===== src/rtl/clock_enable_recovery_pkg.sv =====
// Shared state type and default constants for recovering clock enables
// from an asynchronous external clock or strobe.
package clock_enable_pkg;

  typedef enum logic [1:0] {
    UNLOCKED = 2'd0,
    ACQUIRE  = 2'd1,
    LOCKED   = 2'd2
  } cer_state_t;

  localparam int CER_CNT_W      = 16;
  localparam int CER_TIMEOUT    = 65535;
  localparam int CER_TOL        = 1;
  localparam int CER_LOCK_COUNT = 4;

endpackage


===== src/rtl/clock_enable_recovery_sync_edge_detect.sv =====
// Two-flop synchronizer plus an edge flop for any asynchronous level input;
// emits registered one-cycle rise/fall enables in the clk domain.
module sync_edge_detect (
  input  logic clk,
  input  logic nrst,
  input  logic async_in,
  output logic rise_en,
  output logic fall_en
);

  // sync_q[0] is the metastability catcher; [1] and [2] are settled history.
  logic [2:0] sync_q, sync_d;
  logic       rise_q, rise_d;
  logic       fall_q, fall_d;

  always_comb begin
    sync_d = {sync_q[1:0], async_in};
    rise_d = sync_q[1] & ~sync_q[2];
    fall_d = ~sync_q[1] & sync_q[2];
  end

  always_ff @(posedge clk) begin
    if (!nrst) begin
      sync_q <= '0;
      rise_q <= 1'b0;
      fall_q <= 1'b0;
    end else begin
      sync_q <= sync_d;
      rise_q <= rise_d;
      fall_q <= fall_d;
    end
  end

  assign rise_en = rise_q;
  assign fall_en = fall_q;

endmodule


===== src/rtl/clock_enable_recovery.sv =====
// Recovers rise/fall enables from an external clock, measures its period
// and tracks lock / loss-of-input.
module clock_enable_recovery
  import clock_enable_pkg::*;
#(
  parameter int CNT_W      = CER_CNT_W,
  parameter int TOL        = CER_TOL,
  parameter int LOCK_COUNT = CER_LOCK_COUNT,
  parameter int TIMEOUT    = CER_TIMEOUT
) (
  input  logic             clk,
  input  logic             nrst,
  input  logic             ext_clk,
  output logic             rise_en,
  output logic             fall_en,
  output logic [CNT_W-1:0] period,
  output logic             locked,
  output logic             timeout
);

  localparam int                 MATCH_W    = $clog2(LOCK_COUNT + 1);
  localparam logic [CNT_W-1:0]   CNT_MAX    = {CNT_W{1'b1}};
  localparam logic [CNT_W-1:0]   CNT_TO     = CNT_W'(TIMEOUT);
  localparam logic [CNT_W:0]     TOL_W      = (CNT_W + 1)'(TOL);
  localparam logic [MATCH_W-1:0] MATCH_FULL = MATCH_W'(LOCK_COUNT);

  logic rise_w, fall_w;

  sync_edge_detect u_sync (
    .clk      (clk),
    .nrst     (nrst),
    .async_in (ext_clk),
    .rise_en  (rise_w),
    .fall_en  (fall_w)
  );

  cer_state_t         state_q, state_d;
  logic [CNT_W-1:0]   cnt_q, cnt_d;
  logic [CNT_W-1:0]   period_q, period_d;
  logic [MATCH_W-1:0] match_q, match_d;
  logic               timeout_q, timeout_d;
  logic               expired_q, expired_d;

  logic [CNT_W-1:0]    measured;
  logic signed [CNT_W:0] diff;
  logic [CNT_W:0]      abs_diff;
  logic                in_tol;

  // One extra bit keeps the signed difference of two unsigned periods exact.
  always_comb begin
    measured = (cnt_q == CNT_MAX) ? CNT_MAX : cnt_q + 1'b1;
    diff     = $signed({1'b0, measured}) - $signed({1'b0, period_q});
    abs_diff = diff[CNT_W] ? $unsigned(-diff) : $unsigned(diff);
    in_tol   = (period_q != '0) && (abs_diff <= TOL_W);
  end

  always_comb begin
    state_d   = state_q;
    cnt_d     = (cnt_q == CNT_MAX) ? cnt_q : cnt_q + 1'b1;
    period_d  = period_q;
    match_d   = match_q;
    timeout_d = 1'b0;
    expired_d = expired_q;

    if (rise_w) begin
      cnt_d     = '0;
      expired_d = 1'b0;
      if (state_q == UNLOCKED) begin
        state_d = ACQUIRE;
      end else begin
        period_d = measured;
        if (in_tol) begin
          match_d = (match_q == MATCH_FULL) ? match_q : match_q + 1'b1;
        end else begin
          match_d = '0;
        end
        case (state_q)
          ACQUIRE: if (match_d == MATCH_FULL) state_d = LOCKED;
          LOCKED:  if (!in_tol) state_d = ACQUIRE;
          default: state_d = state_q;
        endcase
      end
    // expired_q stops a repeat when TIMEOUT equals the saturation value.
    end else if ((cnt_q == CNT_TO) && !expired_q) begin
      timeout_d = 1'b1;
      expired_d = 1'b1;
      period_d  = '0;
      match_d   = '0;
      state_d   = UNLOCKED;
    end
  end

  always_ff @(posedge clk) begin
    if (!nrst) begin
      state_q   <= UNLOCKED;
      cnt_q     <= '0;
      period_q  <= '0;
      match_q   <= '0;
      timeout_q <= 1'b0;
      expired_q <= 1'b0;
    end else begin
      state_q   <= state_d;
      cnt_q     <= cnt_d;
      period_q  <= period_d;
      match_q   <= match_d;
      timeout_q <= timeout_d;
      expired_q <= expired_d;
    end
  end

  assign rise_en = rise_w;
  assign fall_en = fall_w;
  assign period  = period_q;
  assign locked  = (state_q == LOCKED);
  assign timeout = timeout_q;

endmodule


===== config.mk =====
export PLATFORM = sky130hd
export DESIGN_NAME = clock_enable_recovery
export DESIGN_NICKNAME = d
export VERILOG_FILES = /design/src/rtl/clock_enable_recovery_pkg.sv /design/src/rtl/clock_enable_recovery_sync_edge_detect.sv /design/src/rtl/clock_enable_recovery.sv
export SDC_FILE = /design/constraint.sdc
export NUM_CORES = 1
export LEC_CHECK = 0
export ABC_AREA = 1
export CORE_MARGIN = 2
export CORE_UTILIZATION = 45
export DETAILED_ROUTE_END_ITERATION = 10
export GPL_TIMING_DRIVEN = 0
export SYNTH_ARGS = -nofsm -noshare
export SYNTH_HDL_FRONTEND = slang
export SYNTH_HIERARCHICAL = 1
export SYNTH_SLANG_ARGS = --single-unit

===== constraint.sdc =====
create_clock -name clk -period 9.3 [get_ports clk]
set_input_delay 1.86 -clock clk [delete_from_list [all_inputs] [get_ports clk]]
set_output_delay 1.86 -clock clk [all_outputs]
set_load 0.02 [all_outputs]

==> metrics.txt <==
# TYPE chip_impl_metric gauge
chip_impl_info{name="result_of_the_run",value="complete, no violations"} 1
chip_impl_metric{name="cts-buffers-inserted",unit=""} 5
chip_impl_metric{name="floorplan.io_pins",unit=""} 23
chip_impl_metric{name="cts.path.max_buffers",unit=""} 2
chip_impl_info{name="synth_flop_cell",value="sky130_fd_sc_hd__dfxtp_1"} 1
chip_impl_metric{name="postSynth.asyncResetShare",unit="%"} 0
chip_impl_metric{name="cts_max_level",unit=""} 2
chip_impl_metric{name="number_of_cells_after_detailed_placement",unit=""} 778
chip_impl_metric{name="tns",unit="ns"} 0
chip_impl_metric{name="finalNonFillerCells",unit=""} 785
chip_impl_metric{name="critPathRequiredTime",unit="ns"} 9.50
chip_impl_metric{name="drc_violations",unit=""} 0
chip_impl_metric{name="layout-drive-gt1-share",unit="%"} 9.71
chip_impl_metric{name="slew_headroom",unit="%"} 27.5
chip_impl_metric{name="fp.dieH",unit="um"} 96.9
chip_impl_metric{name="timing.final.max_slew_violations",unit=""} 0
chip_impl_metric{name="cts_post_setup_buffers_inserted",unit=""} 0
chip_impl_metric{name="synthToLayoutAreaGrowth",unit="%"} 11.0
chip_impl_metric{name="max_freq",unit="MHz"} 197
chip_impl_metric{name="max-vdd-ir-drop",unit="mV"} 0.0652
chip_impl_metric{name="worst_path_arrival",unit="ns"} 5.28
chip_impl_metric{name="drt_iter0_markers",unit=""} 120
chip_impl_metric{name="portbufs",unit=""} 22
chip_impl_metric{name="min_period_over_period",unit="%"} 54.7
chip_impl_metric{name="finalNetCount",unit=""} 704
chip_impl_metric{name="synth_cells",unit=""} 651
chip_impl_info{name="grt_setup_unrepaired",value="no"} 1
chip_impl_metric{name="netlist-cell-type-count",unit=""} 38
chip_impl_metric{name="placedInstanceArea",unit="um2"} 4240
chip_impl_metric{name="setup_viol_count_final",unit=""} 0
chip_impl_metric{name="yosys_register_bits",unit=""} 44
chip_impl_metric{name="ys.warnings.count",unit=""} 6
chip_impl_metric{name="dr_vias",unit=""} 3904
chip_impl_metric{name="cts_num_sinks",unit=""} 44
chip_impl_metric{name="synth_area_per_cell",unit="um2"} 5.97
chip_impl_metric{name="synthesis.area",unit="um2"} 3890
chip_impl_info{name="layout.cells.most_common_list",value="sky130_fd_sc_hd__nand2_1, sky130_fd_sc_hd__inv_1, sky130_fd_sc_hd__nor2_1"} 1
chip_impl_metric{name="min_period",unit="ns"} 5.09
chip_impl_metric{name="core",unit="um2"} 8300
chip_impl_metric{name="grt_antenna_before_repair",unit=""} 0
chip_impl_metric{name="finalHoldViolations",unit=""} 0
chip_impl_metric{name="drt_pre_antenna_iters",unit=""} 5
chip_impl_metric{name="gp_congestion",unit=""} 0.960
chip_impl_metric{name="hold_slack",unit="ns"} 0.411
chip_impl_metric{name="wl",unit="um"} 9490
chip_impl_metric{name="worst_pin_slew",unit="ns"} 1.08
chip_impl_info{name="cell_accounting_for_the_most_synthesized_area",value="sky130_fd_sc_hd__dfxtp_1"} 1
chip_impl_metric{name="timing.max_cap.violations",unit=""} 0
chip_impl_info{name="hold_path_class",value="register to register"} 1
chip_impl_metric{name="grt_first_pass_wirelength",unit="um"} 16200
chip_impl_info{name="timing.critical_path.to_type",value="register"} 1
chip_impl_metric{name="initial_util",unit="%"} 46.8
chip_impl_info{name="timing.critical_path.max_delay_family",value="simple AND/OR/NAND/NOR gates"} 1
chip_impl_metric{name="dp_hpwl",unit="um"} 7920
chip_impl_metric{name="floorplan.rows",unit=""} 33
chip_impl_metric{name="sum_of_buffers_and_inverters_on_the_critical_path",unit=""} 5
chip_impl_metric{name="chipWidth",unit="um"} 96.9
chip_impl_info{name="critPathLaunchType",value="register"} 1
chip_impl_metric{name="cts.clk_slew.worst_paths",unit="ns"} 0.08
chip_impl_metric{name="layout.cell_area.non_filler",unit="um2"} 4320
chip_impl_metric{name="globalRouteOverflowTotal",unit=""} 0
chip_impl_metric{name="synthDominantCellAreaShare",unit="%"} 22.7
chip_impl_metric{name="post_drt_via_cell_ratio",unit=""} 4.97
chip_impl_metric{name="mappedNetlistNets",unit=""} 675
chip_impl_metric{name="critical_path.max_fanout",unit=""} 10
chip_impl_metric{name="avgRoutedWirePerCell",unit="um"} 12.1
chip_impl_metric{name="number_of_global_route_vias_before_repair",unit=""} 3629
chip_impl_info{name="tritoncts_clock_tree",value="built"} 1
chip_impl_metric{name="layout.core_utilization",unit="%"} 52.0
chip_impl_info{name="worstSetupPathType",value="register to register"} 1
chip_impl_info{name="cts-root-buf",value="sky130_fd_sc_hd__clkbuf_8"} 1
chip_impl_metric{name="post_cts_resized",unit=""} 0
chip_impl_metric{name="fp.dieArea",unit="um2"} 9400
chip_impl_metric{name="track_usage",unit="%"} 20.7
chip_impl_metric{name="number_of_enable_flip_flop_cells_after_synthesis",unit=""} 0
chip_impl_metric{name="fin_worst_skew",unit="ns"} 0.00245
chip_impl_metric{name="maximum_cell_stage_delay_along_the_critical_path",unit="ns"} 0.47
chip_impl_info{name="layout.cells.most_common",value="sky130_fd_sc_hd__nand2_1"} 1
chip_impl_metric{name="cts.hold.buffers_added",unit=""} 0
chip_impl_metric{name="power.density_cell_area",unit="nW/um2"} 111
chip_impl_metric{name="worst_skew_pair.late_latency",unit="ns"} 0.30
chip_impl_metric{name="synth.yosys.seq_area_share",unit="%"} 22.7
chip_impl_metric{name="p_leak",unit="nW"} 2.15
chip_impl_info{name="critPathSlowestCell",value="sky130_fd_sc_hd__or4_1"} 1
chip_impl_info{name="ys_top_cells_by_area",value="sky130_fd_sc_hd__dfxtp_1, sky130_fd_sc_hd__nand2_1, sky130_fd_sc_hd__inv_1"} 1
chip_impl_metric{name="antenna-diode-count",unit=""} 0
chip_impl_metric{name="grt_max_degree",unit=""} 13
chip_impl_metric{name="antenna_nets_post_route",unit=""} 0
## cell type report
type / instances / area (um2)
fillers: 905 / 3980
multi-input cells: 490 / 2550
flip-flops and latches: 44 / 881
inverters: 106 / 398
repair buffers: 22 / 220
well taps: 105 / 131
clock buffers: 6 / 72.6
plain buffers: 11 / 60.1
clock inverters: 1 / 5.00
## registers in the layout, summed over array words and instances (netlist names)
register,flops
u_sync/fall_en,1
timeout,1
cnt_q,16
state_q,2
match_q,3
period,16
expired_q,1
u_sync/rise_en,1
u_sync/sync_q,3
## synth_stat cells (all sizes together), types with 2 or more instances
cell type / number
a21oi: 43
a31oi: 3
buf: 5
clkbuf: 6
dfxtp: 44
ha: 20
inv: 106
nand2: 228
nand3: 58
nand3b: 6
nand4: 12
nor2: 70
nor3: 12
nor4: 6
o21ai: 9
or2: 3
xnor2: 2
xor2: 11
## per-layer routing
metal	track usage, %	part of all wire, %
met1	26.2	49
met2	36.9	47
met3	1.73	1.7
met4	6.93	2.3
met5	0	0
## power by group
part | switching (W) | total, W | internal (W)
Combinational | 0.000114 | 0.000173 | 0.0000589
Clock | 0.0000616 | 0.000113 | 0.0000511
Sequential | 0.00000141 | 0.000192 | 0.000190
Total | 0.000178 | 0.000478 | 0.000300
## stage by stage
| step | setup slack (ns) | total power [W] |
|---|---|---|
| floorplan | 5.25 | 0.000337 |
| global placement | 4.30 | 0.000365 |
| detailed placement | 4.22 | 0.000369 |
| CTS | 4.19 | 0.000483 |
| global route | 3.77 | 0.000515 |
| finish | 4.21 | 0.000478 |
## final timing paths
path                                  startpoint               end  slack, ns  cells past startpoint
worst max-delay path                    cnt_q[0]        state_q[0]       4.21                     26
worst min-delay path            u_sync/sync_q[0]  u_sync/sync_q[1]       0.41                      2
worst min register to register  u_sync/sync_q[0]  u_sync/sync_q[1]       0.41                      2
worst max register to register          cnt_q[0]        state_q[0]       4.21                     26
## logic make-up (layout without fill, tap and decap cells)
logic type	after synthesis	count (layout)	share of synthesized area (%)
buf+inv	117	146	11.8
fa+ha+maj	21	21	6.95
xor+xnor	13	13	2.93
compound gates	58	58	8.63
simple gates	398	398	47.1
flops	44	44	22.7
## tightest hold or removal path: stages (launching register included)
cell and delay (ns):
sky130_fd_sc_hd__dfxtp_1 0.30, sky130_fd_sc_hd__nand2_1 0.04, sky130_fd_sc_hd__inv_1 0.03
(Power assumes the default switching activity.)
